--- config.mk ---
export PLATFORM = sky130hd
export DESIGN_NAME = fetch_queue_flat
export DESIGN_NICKNAME = d
export VERILOG_FILES = /design/src/rtl/fetch_queue_if.sv /design/src/rtl/fetch_queue.sv /design/src/flat_wrapper.sv
export SDC_FILE = /design/constraint.sdc
export NUM_CORES = 1
export LEC_CHECK = 0
export ABC_CLOCK_PERIOD_IN_PS = 3080
export BUFFER_PORTS_ARGS = -buffer_cell sky130_fd_sc_hd__clkbuf_2
export CORE_MARGIN = 2
export CORE_UTILIZATION = 52
export CTS_CLUSTER_DIAMETER = 50
export DETAILED_ROUTE_END_ITERATION = 10
export HOLD_SLACK_MARGIN = 0.06
export PLACE_DENSITY = 0.83
export REMOVE_ABC_BUFFERS = 1
export SETUP_SLACK_MARGIN = 0.4
export SYNTH_ARGS = -nofsm -noshare
export SYNTH_HDL_FRONTEND = slang
export SYNTH_SLANG_ARGS = --single-unit
--- constraint.sdc ---
create_clock -name clk -period 3.08 [get_ports clk]
set_clock_uncertainty 0.2 [all_clocks]
set_input_delay 0.154 -clock clk [delete_from_list [all_inputs] [get_ports clk]]
set_output_delay 0.154 -clock clk [all_outputs]
set_load 0.01 [all_outputs]
--- src/rtl/fetch_queue_if.sv ---
`default_nettype none
// ============================================================================
//  Module      : fetch_queue_if
//  Description : Handshake bundle between the fetch unit, the fetch queue
//                and the decode stage.
//                Fetch side : F_valid, F_PC, F_Instr -> queue; F_ready <- queue
//                Decode side: D_ready -> queue; D_valid, D_PC, D_Instr <- queue
//                Control    : flush -> queue; count <- queue (occupancy)
//                modport master : environment (fetch + decode + redirect)
//                modport slave  : the fetch queue itself
//  Revision    : 1.0  initial release
// ============================================================================
interface fetch_queue_if #(
  parameter int DEPTH = 4
);
  logic                     F_valid;
  logic [31:0]              F_PC;
  logic [31:0]              F_Instr;
  logic                     F_ready;
  logic                     flush;
  logic                     D_ready;
  logic                     D_valid;
  logic [31:0]              D_PC;
  logic [31:0]              D_Instr;
  logic [$clog2(DEPTH):0]   count;

  modport master (
    output F_valid, F_PC, F_Instr, flush, D_ready,
    input  F_ready, D_valid, D_PC, D_Instr, count
  );

  modport slave (
    input  F_valid, F_PC, F_Instr, flush, D_ready,
    output F_ready, D_valid, D_PC, D_Instr, count
  );
endinterface
`default_nettype wire

--- src/rtl/fetch_queue.sv ---
`default_nettype none
// ============================================================================
//  Module      : fetch_queue
//  Description : DEPTH-entry circular queue of {PC, Instr} pairs decoupling
//                the instruction fetch unit from decode.
//  Ports       : clk   - system clock, rising edge
//                reset - asynchronous active-low reset
//                q     - fetch_queue_if.slave (fetch push, decode pop,
//                        flush, occupancy count)
//  Revision    : 1.0  initial release
// ============================================================================
module fetch_queue #(
  parameter int          DEPTH    = 4,
  parameter logic [31:0] RESET_PC = 32'h0000_3000
) (
  input  wire logic       clk,
  input  wire logic       reset,
  fetch_queue_if.slave    q
);

  localparam int AW = $clog2(DEPTH);
  localparam int CW = AW + 1;
  localparam logic [CW-1:0] C_FULL = CW'(DEPTH);

  logic [63:0]    mem_q [DEPTH];
  logic [AW-1:0]  rd_ptr_q, rd_ptr_d;
  logic [AW-1:0]  wr_ptr_q, wr_ptr_d;
  logic [CW-1:0]  count_q, count_d;
  logic [31:0]    last_pc_q, last_pc_d;

  logic           f_ready;
  logic           d_valid;
  logic           push;
  logic           pop;
  logic [63:0]    head;
  logic [31:0]    d_pc;

  // Handshake qualifiers depend only on registered occupancy, so F_ready
  // never has a combinational path from D_ready.
  assign f_ready = (count_q != C_FULL);
  assign d_valid = (count_q != '0);
  assign push    = q.F_valid & f_ready & ~q.flush;
  assign pop     = d_valid & q.D_ready;

  assign head    = mem_q[rd_ptr_q];
  // While empty, D_PC holds the PC of the last consumed instruction.
  assign d_pc    = d_valid ? head[63:32] : last_pc_q;

  always_comb begin
    rd_ptr_d  = rd_ptr_q;
    wr_ptr_d  = wr_ptr_q;
    count_d   = count_q;
    last_pc_d = last_pc_q;

    // A pop in a flush cycle is still a consumed instruction.
    if (pop) begin
      last_pc_d = d_pc;
    end

    if (q.flush) begin
      rd_ptr_d = '0;
      wr_ptr_d = '0;
      count_d  = '0;
    end else begin
      if (push) wr_ptr_d = wr_ptr_q + AW'(1);
      if (pop)  rd_ptr_d = rd_ptr_q + AW'(1);
      case ({push, pop})
        2'b10:   count_d = count_q + CW'(1);
        2'b01:   count_d = count_q - CW'(1);
        default: count_d = count_q;
      endcase
    end
  end

  always_ff @(posedge clk or negedge reset) begin
    if (!reset) begin
      rd_ptr_q  <= '0;
      wr_ptr_q  <= '0;
      count_q   <= '0;
      last_pc_q <= RESET_PC;
    end else begin
      rd_ptr_q  <= rd_ptr_d;
      wr_ptr_q  <= wr_ptr_d;
      count_q   <= count_d;
      last_pc_q <= last_pc_d;
    end
  end

  // Storage carries no reset; validity is tracked by count_q alone.
  always_ff @(posedge clk) begin
    if (push) begin
      mem_q[wr_ptr_q] <= {q.F_PC, q.F_Instr};
    end
  end

  assign q.F_ready = f_ready;
  assign q.D_valid = d_valid;
  assign q.D_PC    = d_pc;
  assign q.D_Instr = d_valid ? head[31:0] : 32'h0000_0000;
  assign q.count   = count_q;

endmodule
`default_nettype wire

--- src/flat_wrapper.sv ---
// flat-port wrapper written by rule: the top's interface ports become plain ports
module fetch_queue_flat 
#(
  parameter int          DEPTH    = 4,
  parameter logic [31:0] RESET_PC = 32'h0000_3000
)
  (clk, reset, q_F_valid, q_F_PC, q_F_Instr, q_flush, q_D_ready, q_F_ready, q_D_valid, q_D_PC, q_D_Instr, q_count);
  fetch_queue_if #(.DEPTH(DEPTH)) q_i ();
  input  wire logic clk;
  input  wire logic reset;
  input wire logic [$bits(q_i.F_valid)-1:0] q_F_valid;
  input wire logic [$bits(q_i.F_PC)-1:0] q_F_PC;
  input wire logic [$bits(q_i.F_Instr)-1:0] q_F_Instr;
  input wire logic [$bits(q_i.flush)-1:0] q_flush;
  input wire logic [$bits(q_i.D_ready)-1:0] q_D_ready;
  output wire logic [$bits(q_i.F_ready)-1:0] q_F_ready;
  output wire logic [$bits(q_i.D_valid)-1:0] q_D_valid;
  output wire logic [$bits(q_i.D_PC)-1:0] q_D_PC;
  output wire logic [$bits(q_i.D_Instr)-1:0] q_D_Instr;
  output wire logic [$bits(q_i.count)-1:0] q_count;
  assign q_i.F_valid = q_F_valid;
  assign q_i.F_PC = q_F_PC;
  assign q_i.F_Instr = q_F_Instr;
  assign q_i.flush = q_flush;
  assign q_i.D_ready = q_D_ready;
  assign q_F_ready = q_i.F_ready;
  assign q_D_valid = q_i.D_valid;
  assign q_D_PC = q_i.D_PC;
  assign q_D_Instr = q_i.D_Instr;
  assign q_count = q_i.count;
  fetch_queue #(.DEPTH(DEPTH), .RESET_PC(RESET_PC)) u_core (.clk(clk), .reset(reset), .q(q_i));
endmodule
==> metrics <==
via count just over 6000; final core utilization 0.670; Placement Setup Slack 0.292 ns; Core Area between 0.02 and 0.025 mm²; XOR/XNOR Fraction of Synth Area 0.00377; yosys warns 0; Static Leak about 5.3 nW; top cell family by delay on the critical path multiplexers; Rows 54; r2r startpoint u_core.q.count[2]; H-Tree Depth 2; fraction of layout instances using a drive strength above 1 0.449; final wirelength 23300 µm; Fin. Hold Viols 0; vias in the first global route between 6000 and 7000; Hold WS roughly 0.088 ns; r2r endpoint u_core.q.count[2]; max_slew headroom 0.481; Die Span Y around 150 µm; wire per inst 21.6 µm; starting density of the core 0.531; CP peak stage delay 0.58 ns; dpl hpwl about 12000 µm; Mean Syn Cell Area approximately 22 µm²; post-synthesis simple-gate area fraction 0.0321; sequential area share after synthesis 0.745; synthesized area ~0.012 mm²; Max Slew Vio Count 0; biggest area consumer among synthesized cells edfxtp_1; gr usage total 0.200; Critical Path Sink Type output pin; R2R Setup Slk 0.50 ns; Mapped Cells 538; Area growth, synth to finish 26.2%; critical path arrival between 2 and 2.5 ns; Tcrit/Tclk final 0.840; nets about 850; status finished, final reports clean; minimum clock period about 2.6 ns; compound-gate portion of the synthesized area 0.00581; largest net degree at the start of global routing 67; initial antenna violation count 1; I/O Buffers between 100 and 150; Finish-stage setup viols 0; Worst Path Max Fanout 29; Clk pin slew, worst setup/hold paths around 0.060 ns; Area contributors post-synth edfxtp_1 (66%), mux4_2 (12%), dfrtp_1 (8.0%); Via density ~5.6; EDFF count, synth between 200 and 300; I/O pins around 140; Worst Hold Class in -> async; largest family of logic cells by synthesized area multiplexers; RSZ-0062 raised after global routing no; worst-margin pin slew slightly below 0.8 ns; VDD IR max approximately 0.00063 V; drt first-iter violations about 360; Power Dens Cells between 700 and 800 mW/mm²; CTS Buf Count 34; total grt overflow 0; Pre-Repair DR Iteration Count 4; CTS tree built; mux cell area share after synthesis 0.191; crit start category flop; clock buffer depth 3; ys async rst share 0.132; Fillers 1409; ys flop type edfxtp_1; Skew-Pair Late Insertion Delay 0.50 ns; DRC errors left 0; slowest CP cell mux4_2; Max-Cap Viols 0; post-synth top area share 0.661; Synth cell types 35; CP required between 2 and 3 ns; Die Span X approximately 150 µm; ANT nets after route 0; Root Driver clkbuf_16; clock sinks approximately 300; placer congestion estimate ~0.75; worst setup margin between 0.4 and 0.5 ns; Critical path buffers and inverters 2; die area approximately 0.024 mm²; Crit Path Class reg -> out; crit path cell chain buf_12, mux4_2, mux2_4, clkbuf_2; FF+latch count, synth around 300; Synth Area in Adders 0.00603; FMAX around 390 MHz; first-pass GRT wire length 36400 µm; Worst Reg2Reg Path Length in Cells 7; total power ~11 mW
area by class of cell:
cell class / count / area, µm² / area share
Antenna cell: 1 / 2.50 / 0.000171
Clock buffer: 44 / 992 / 0.0676
Clock inverter: 18 / 221 / 0.0151
Inverter: 3 / 11.3 / 0.000767
Multi-Input combinational cell: 212 / 2800 / 0.191
Sequential cell: 295 / 8680 / 0.591
Tap cell: 280 / 350 / 0.0239
Timing Repair Buffer: 225 / 1620 / 0.110
worst max-delay path by stage:
stage / start / to / slack [ns] / depth (start not counted)
2_1_floorplan: u_core.rd_ptr_q[0] / q_D_PC[0] / -0.83 / 2
3_3_place_gp: u_core.q.count[0] / u_core.q.count[2] / 0.53 / 7
3_5_place_dp: u_core.q.count[0] / u_core.q.count[2] / 0.29 / 7
4_1_cts: u_core.rd_ptr_q[0] / q_D_PC[24] / 0.44 / 4
5_1_grt: u_core.q.count[2] / u_core.q.count[2] / 0.39 / 7
6_report: u_core.rd_ptr_q[0] / q_D_PC[12] / 0.49 / 4
report_power, final:
| group | internal, mW | switching [mW] |
|---|---|---|
| Sequential | 4.71 | 0.159 |
| Clock | 2.63 | 1.58 |
| Combinational | 1.12 | 0.966 |
| Total | 8.47 | 2.70 |
synthesized netlist by cell type (5+ instances only):
library cell and instances:
buf_6 5, mux2_2 47, dfrtp_1 37, buf_2 9, nand3_1 5, clkbuf_1 6
nor2_1 8, and2_1 36, mux2_4 17, edfxtp_1 256, mux4_2 64
state kept, by name, summed over array words and instances, names as in the netlist:
name              count
u_core.mem_q        256
u_core.last_pc_q     32
u_core.q.count        3
u_core.rd_ptr_q       2
u_core.wr_ptr_q       2
cell usage in the layout, fill, tap and decap left out, types with 5 or more instances in the layout:
| master | instances |
|---|---|
| edfxtp_1 | 256 |
| dfrtp_1 | 32 |
| clkinv_2 | 5 |
| buf_4 | 11 |
| dlygate4sd3_1 | 69 |
| mux4_2 | 64 |
| and2_1 | 32 |
| mux2_2 | 47 |
| mux2_4 | 17 |
| clkbuf_16 | 37 |
| clkbuf_2 | 137 |
| buf_12 | 6 |
| nand3_1 | 5 |
| nor2_1 | 8 |
metrics by stage:
| step | cells | TNS [ns] | area (µm²) |
|---|---|---|---|
| 2_1_floorplan | 510 | -89.88 | 11500 |
| 3_3_place_gp | 938 | 0 | 12700 |
| 3_5_place_dp | 938 | 0 | 12700 |
| 4_1_cts | 1072 | 0 | 14600 |
| 5_1_grt | 1078 | 0 | 14700 |
| 6_report | 1078 | 0 | 14700 |
cells by family (layout without fill, tap and decap cells):
kind of cell | count (synthesis) | in the layout
flip-flops | 295 | 295
AND/OR/NAND/NOR | 63 | 63
other | 0 | 1
adder cells (fa/ha/maj) | 5 | 5
XOR/XNOR | 5 | 5
buffers and inverters | 31 | 290
AO/OA/AOI/OAI | 11 | 11
multiplexers | 128 | 128
worst min-delay path: stages:
cell	delay, ns
dlygate4sd3_1	0.52
clkbuf_2	0.16
buf_4	0.36
per-layer routing:
metal / global-route usage / vias to the layer above / part of all wire
li1: - / 2649 / -
met1: 0.253 / 3126 / 0.39
met2: 0.353 / 213 / 0.52
met3: 0.0392 / 57 / 0.056
met4: 0.0638 / 0 / 0.025
met5: 0 / - / 0
timing repair:
item,in CTS,in global routing
buffers inserted,3,5
endpoints found under the setup margin,65,2
hold endpoints to repair,300,0
gates resized for setup,7,1
gates cloned,0,0
hold buffers,69,0
(Power assumes the default switching activity.)
